**config.mk**
```make
export PLATFORM = sky130hd
export DESIGN_NAME = mem_port_arbiter
export DESIGN_NICKNAME = d
export VERILOG_FILES = /design/src/rtl/mem_port_arbiter_pkg.sv /design/src/rtl/mem_port_arbiter_pick.sv /design/src/rtl/mem_port_arbiter.sv
export SDC_FILE = /design/constraint.sdc
export NUM_CORES = 1
export LEC_CHECK = 0
export CORE_MARGIN = 1
export CORE_UTILIZATION = 38
export DETAILED_ROUTE_END_ITERATION = 10
export PLACE_DENSITY = 0.8
export RECOVER_POWER = 25
export SLEW_MARGIN = 20
export SYNTH_ARGS = -nofsm -noshare
export SYNTH_HDL_FRONTEND = slang
export SYNTH_SLANG_ARGS = --single-unit
```
**constraint.sdc**
```tcl
create_clock -name CLK -period 2 [get_ports CLK]
set_input_delay 0.4 -clock CLK [delete_from_list [all_inputs] [get_ports CLK]]
set_output_delay 0.4 -clock CLK [all_outputs]
set_load 0.03 [all_outputs]
```
**src/rtl/mem_port_arbiter_pkg.sv**
```systemverilog
// Shared definitions for the ram256x8 port sequencer: FSM states, requester IDs,
// access size codes and R/W polarity.
`timescale 1ns/1ps
package mem_arb_defs;

  typedef enum logic [1:0] {
    ST_IDLE = 2'd0,
    ST_WAIT = 2'd1,
    ST_DONE = 2'd2
  } arb_state_e;

  typedef enum logic {
    PORT_F = 1'b0,
    PORT_D = 1'b1
  } port_id_e;

  localparam logic [2:0] MS_BYTE = 3'b000;
  localparam logic [2:0] MS_HALF = 3'b001;
  localparam logic [2:0] MS_WORD = 3'b010;

  localparam logic RW_READ  = 1'b1;
  localparam logic RW_WRITE = 1'b0;

  function automatic port_id_e other_port(input port_id_e id);
    return (id == PORT_F) ? PORT_D : PORT_F;
  endfunction

endpackage

```
**src/rtl/mem_port_arbiter_pick.sv**
```systemverilog
// Two-way round-robin pick between fetch and data requesters; purely combinational.
`timescale 1ns/1ps
module mem_arb_pick
  import mem_arb_defs::*;
(
  input  logic     f_req,
  input  logic     d_req,
  input  port_id_e last_grant,
  output logic     grant_valid,
  output port_id_e grant_id
);

  // winner selection: a lone requester wins, a tie goes to whoever did not win last
  always_comb begin
    grant_valid = f_req | d_req;
    grant_id    = PORT_F;
    case ({f_req, d_req})
      2'b10:   grant_id = PORT_F;
      2'b01:   grant_id = PORT_D;
      2'b11:   grant_id = other_port(last_grant);
      default: grant_id = PORT_F;
    endcase
  end

endmodule

```
**src/rtl/mem_port_arbiter.sv**
```systemverilog
// Sequencer sharing the single ram port between fetch (F) and data (D) requesters
// using the MOV/MOC four-phase handshake; all outputs come straight from flops.
`timescale 1ns/1ps
module mem_port_arbiter
  import mem_arb_defs::*;
#(
  parameter int DW      = 32,
  parameter int AW      = 32,
  parameter int TIMEOUT = 15,
  parameter int CW      = 4
) (
  input  logic          CLK,
  input  logic          RESET,
  input  logic          F_REQ,
  input  logic [AW-1:0] F_ADDR,
  output logic          F_DONE,
  output logic [DW-1:0] F_RDATA,
  input  logic          D_REQ,
  input  logic          D_RW,
  input  logic [2:0]    D_MS,
  input  logic [AW-1:0] D_ADDR,
  input  logic [DW-1:0] D_WDATA,
  output logic          D_DONE,
  output logic [DW-1:0] D_RDATA,
  output logic          ERR,
  output logic          MOV,
  output logic          RW,
  output logic [2:0]    MS,
  output logic [AW-1:0] ADDR,
  output logic [DW-1:0] DIN,
  input  logic          MOC,
  input  logic [DW-1:0] DOUT
);

  localparam logic [CW-1:0] CNT_LAST = CW'(TIMEOUT - 1);

  arb_state_e    state_q, state_d;
  port_id_e      last_grant_q, last_grant_d;
  port_id_e      win_q, win_d;
  logic [CW-1:0] cnt_q, cnt_d;
  logic          mov_q, mov_d;
  logic          rw_q, rw_d;
  logic [2:0]    ms_q, ms_d;
  logic [AW-1:0] addr_q, addr_d;
  logic [DW-1:0] din_q, din_d;
  logic          f_done_q, f_done_d;
  logic          d_done_q, d_done_d;
  logic          err_q, err_d;
  logic [DW-1:0] f_rdata_q, f_rdata_d;
  logic [DW-1:0] d_rdata_q, d_rdata_d;

  logic          grant_valid_s;
  port_id_e      grant_id_s;

  mem_arb_pick u_pick (
    .f_req       (F_REQ),
    .d_req       (D_REQ),
    .last_grant  (last_grant_q),
    .grant_valid (grant_valid_s),
    .grant_id    (grant_id_s)
  );

  // next-state and next-output logic for the IDLE/WAIT/DONE sequence
  always_comb begin
    state_d      = state_q;
    last_grant_d = last_grant_q;
    win_d        = win_q;
    cnt_d        = cnt_q;
    mov_d        = mov_q;
    rw_d         = rw_q;
    ms_d         = ms_q;
    addr_d       = addr_q;
    din_d        = din_q;
    f_done_d     = 1'b0;
    d_done_d     = 1'b0;
    err_d        = 1'b0;
    f_rdata_d    = f_rdata_q;
    d_rdata_d    = d_rdata_q;

    case (state_q)
      ST_IDLE: begin
        cnt_d = {CW{1'b0}};
        // a MOC still high from the ram blocks the grant until it has dropped
        if (grant_valid_s && !MOC) begin
          state_d      = ST_WAIT;
          mov_d        = 1'b1;
          win_d        = grant_id_s;
          last_grant_d = grant_id_s;
          if (grant_id_s == PORT_F) begin
            rw_d   = RW_READ;
            ms_d   = MS_WORD;
            addr_d = F_ADDR;
          end else begin
            rw_d   = D_RW;
            ms_d   = D_MS;
            addr_d = D_ADDR;
            din_d  = D_WDATA;
          end
        end else begin
          state_d = ST_IDLE;
        end
      end

      ST_WAIT: begin
        cnt_d = cnt_q + CW'(1);
        if (MOC) begin
          state_d = ST_DONE;
          mov_d   = 1'b0;
          if (win_q == PORT_F) begin
            f_done_d  = 1'b1;
            f_rdata_d = DOUT;
          end else begin
            d_done_d = 1'b1;
            if (rw_q == RW_READ) begin
              d_rdata_d = DOUT;
            end else begin
              d_rdata_d = d_rdata_q;
            end
          end
        end else if (cnt_q == CNT_LAST) begin
          state_d = ST_DONE;
          mov_d   = 1'b0;
          err_d   = 1'b1;
          if (win_q == PORT_F) begin
            f_done_d = 1'b1;
          end else begin
            d_done_d = 1'b1;
          end
        end else begin
          state_d = ST_WAIT;
        end
      end

      ST_DONE: begin
        cnt_d = {CW{1'b0}};
        // a late MOC after an abort is absorbed here, not by the next access
        if (!MOC) begin
          state_d = ST_IDLE;
        end else begin
          state_d = ST_DONE;
        end
      end

      default: begin
        state_d = ST_IDLE;
        mov_d   = 1'b0;
        cnt_d   = {CW{1'b0}};
      end
    endcase
  end

  // state, counter and output registers with synchronous reset
  always_ff @(posedge CLK) begin
    if (RESET) begin
      state_q      <= ST_IDLE;
      last_grant_q <= PORT_F;
      win_q        <= PORT_F;
      cnt_q        <= {CW{1'b0}};
      mov_q        <= 1'b0;
      rw_q         <= RW_READ;
      ms_q         <= MS_WORD;
      addr_q       <= {AW{1'b0}};
      din_q        <= {DW{1'b0}};
      f_done_q     <= 1'b0;
      d_done_q     <= 1'b0;
      err_q        <= 1'b0;
      f_rdata_q    <= {DW{1'b0}};
      d_rdata_q    <= {DW{1'b0}};
    end else begin
      state_q      <= state_d;
      last_grant_q <= last_grant_d;
      win_q        <= win_d;
      cnt_q        <= cnt_d;
      mov_q        <= mov_d;
      rw_q         <= rw_d;
      ms_q         <= ms_d;
      addr_q       <= addr_d;
      din_q        <= din_d;
      f_done_q     <= f_done_d;
      d_done_q     <= d_done_d;
      err_q        <= err_d;
      f_rdata_q    <= f_rdata_d;
      d_rdata_q    <= d_rdata_d;
    end
  end

  assign F_DONE  = f_done_q;
  assign F_RDATA = f_rdata_q;
  assign D_DONE  = d_done_q;
  assign D_RDATA = d_rdata_q;
  assign ERR     = err_q;
  assign MOV     = mov_q;
  assign RW      = rw_q;
  assign MS      = ms_q;
  assign ADDR    = addr_q;
  assign DIN     = din_q;

endmodule

```
==> qor.csv <==
metric,value,unit
syn-cell-area,0.00608,mm2
htreeDepth,4,
cellPowerDensity,793,mW/mm2
grt_pass1_wl,26.3,mm
layout-drive-gt1-share,6.53,%
critPathCaptureType,primary output,
final-setup-viol-count,0,
timing.hold.ws,454,ps
place.gp.congestion,0.777,
grt_max_degree,115,
pin_count,273,
cts_resized,0,
async_flop_share,0,%
num_antenna_cells,0,
cp_slowest_stage_delay,740,ps
crit_type,flip-flop to primary output,
ant_nets,0,
antenna_found_initial,0,
hold_violations,0,
tritoncts,yes,
rsz0062_at_grt,false,
first_pass_iters,6,
arrival,1540,ps
crit_chain,clkdlybuf4s50_1,
critPathSlowestCell,clkdlybuf4s50_1,
avgSynthCellArea,9.09,um2
placed_cells,1128,
hpwl,11.9,mm
drc,0,
timing.final.crit_share,97.2,%
n_fill_cell,1302,
setup_ws,55.6,ps
yosysWarnings,0,
track_usage,20.5,%
cp_max_fo,3,
hold_buffers,0,
ys_top_cells_by_area,"dfxtp_1 (47%), nand2b_1 (17%), mux2i_1 (11%)",
place_area,0.00917,mm2
status,completed,
portBuffers,272,
drv_cap,0,
finalClockSkew,6.42,ps
syn_nets,808,
vias,5400,
wire_per_inst,14.4,um
coreArea,0.0154,mm2
area_growth,60.5,%
power.switching,1.93,mW
synth_ff_type,dfxtp_1,
critical-path-top-delay-family,buffers and inverters,
fp.dieW,129,um
fmaxAchievable,514,MHz
switching_share,24.9,%
finalCoreUtilization,63.3,%
floorplan.initialDensity,39.4,%
relSlewSlack,56.9,%
clkSlewWorstSetupHoldPaths,60,ps
yosys.area.top_type,dfxtp_1,
vias_per_cell,4.66,
root_buffer,clkbuf_16,
synth_edf_count,0,
synth_top_area_share,47.1,%
post_cts_buffers,0,
power.leakage,3.96,nW
numCtsBuffers,17,
cellInternalPower,5.81,mW
die_area,0.0165,mm2
clock_latency,420,ps
tightest_slew,646,ps
overflow,0,
tns,0,ps
combPwrFrac,16.9,%
clock_path_buffers,2,
timing.final.max_slew_violations,0,
critPathLaunchType,flip-flop,
grt_pass1_vias,5301,
crit_required,1600,ps
post-place-ws,-245,ps
clock-sinks,143,
p_total,7.74,mW
period_minus_slack,1940,ps
hold_path.class,flip-flop to flip-flop,
vdd_drop_max,0.576,mV
drt-initial-drc-count,339,
wl,16.7,mm
synth-seq-cells,143,
num_rows,45,
finalNonFillerCells,1160,
power_frac_clock,43.5,%
yosysMostFrequentCell,nand2b_1,
die_h,129,um
synth_cell_types,34,
ys_seq_area_share,47.1,%
final_area,0.00976,mm2
seqPwrFrac,39.6,%
syn_inst,669,
nets,1075,
synth_common_cells,"nand2b_1 (164), dfxtp_1 (143), nand2_1 (66)",
crit_buf_inv,1,
==> power groups by stage <==
stage                     registers [mW]  logic, mW  clock network, mW
final                               3.07       1.31               3.36
after global routing                3.08       1.39               3.56
after CTS                           3.07       1.32               3.45
after detailed placement            3.13       1.31                  0
after global placement              3.13       1.30                  0
after floorplan                     3.37      0.387                  0
==> flip-flops by register name (all words and copies together) (netlist names) <==
register / cells
F_DONE: 1
state_q: 2
win_q: 1
ERR: 1
MS: 3
MOV: 1
DIN: 32
D_RDATA: 32
cnt_q: 4
D_DONE: 1
RW: 1
ADDR: 32
F_RDATA: 32
==> layer usage <==
layer	part of all wire [%]	vias up	global-route usage [%]
met3	6.5	34	5.86
met2	50	190	34.8
met5	0	-	0
li1	-	2719	-
met1	41	2457	23.4
met4	2.9	0	10.9
==> cell usage in the layout (no fill, tap or decap), types with 5 or more instances in the layout <==
cell type / Yosys / routed
nor2_1: 11 / 11
dfxtp_1: 143 / 143
a21oi_1: 37 / 37
nand2_1: 66 / 66
buf_4: 3 / 17
inv_1: 65 / 65
a222oi_1: 31 / 31
mux2i_1: 64 / 64
nor3_1: 5 / 5
nand2b_1: 164 / 164
buf_12: 0 / 8
clkbuf_16: 0 / 17
clkdlybuf4s50_1: 0 / 270
==> final cells by class <==
class,instances,area [um2],area share (%)
sequential,143,2860,29.3
clock buffer,20,447,4.58
inverter,65,244,2.50
timing repair buffer,300,3020,30.9
clock inverter,12,183,1.87
multi-input combinational,409,2740,28.1
tap,211,264,2.71
==> final timing paths <==
kind | slack (ps) | end | depth (start not counted) | startpoint
worst max register to register | 270 | ADDR[28] | 4 | state_q[0]
worst max-delay path | 60 | RW | 1 | RW
worst min-delay path | 450 | F_RDATA[8] | 2 | F_RDATA[8]
worst min register to register | 450 | F_RDATA[8] | 2 | F_RDATA[8]
==> cell families after synthesis <==
group           count (synthesis)  share of synthesized area (%)
flops                         143                           47.1
fa+ha+maj                       2                          0.411
compound gates                 79                           9.52
buf+inv                       117                           8.15
mux                            64                           10.5
simple gates                  261                           23.9
xor+xnor                        3                          0.432
No activity file was read; power rests on OpenSTA's default activity.
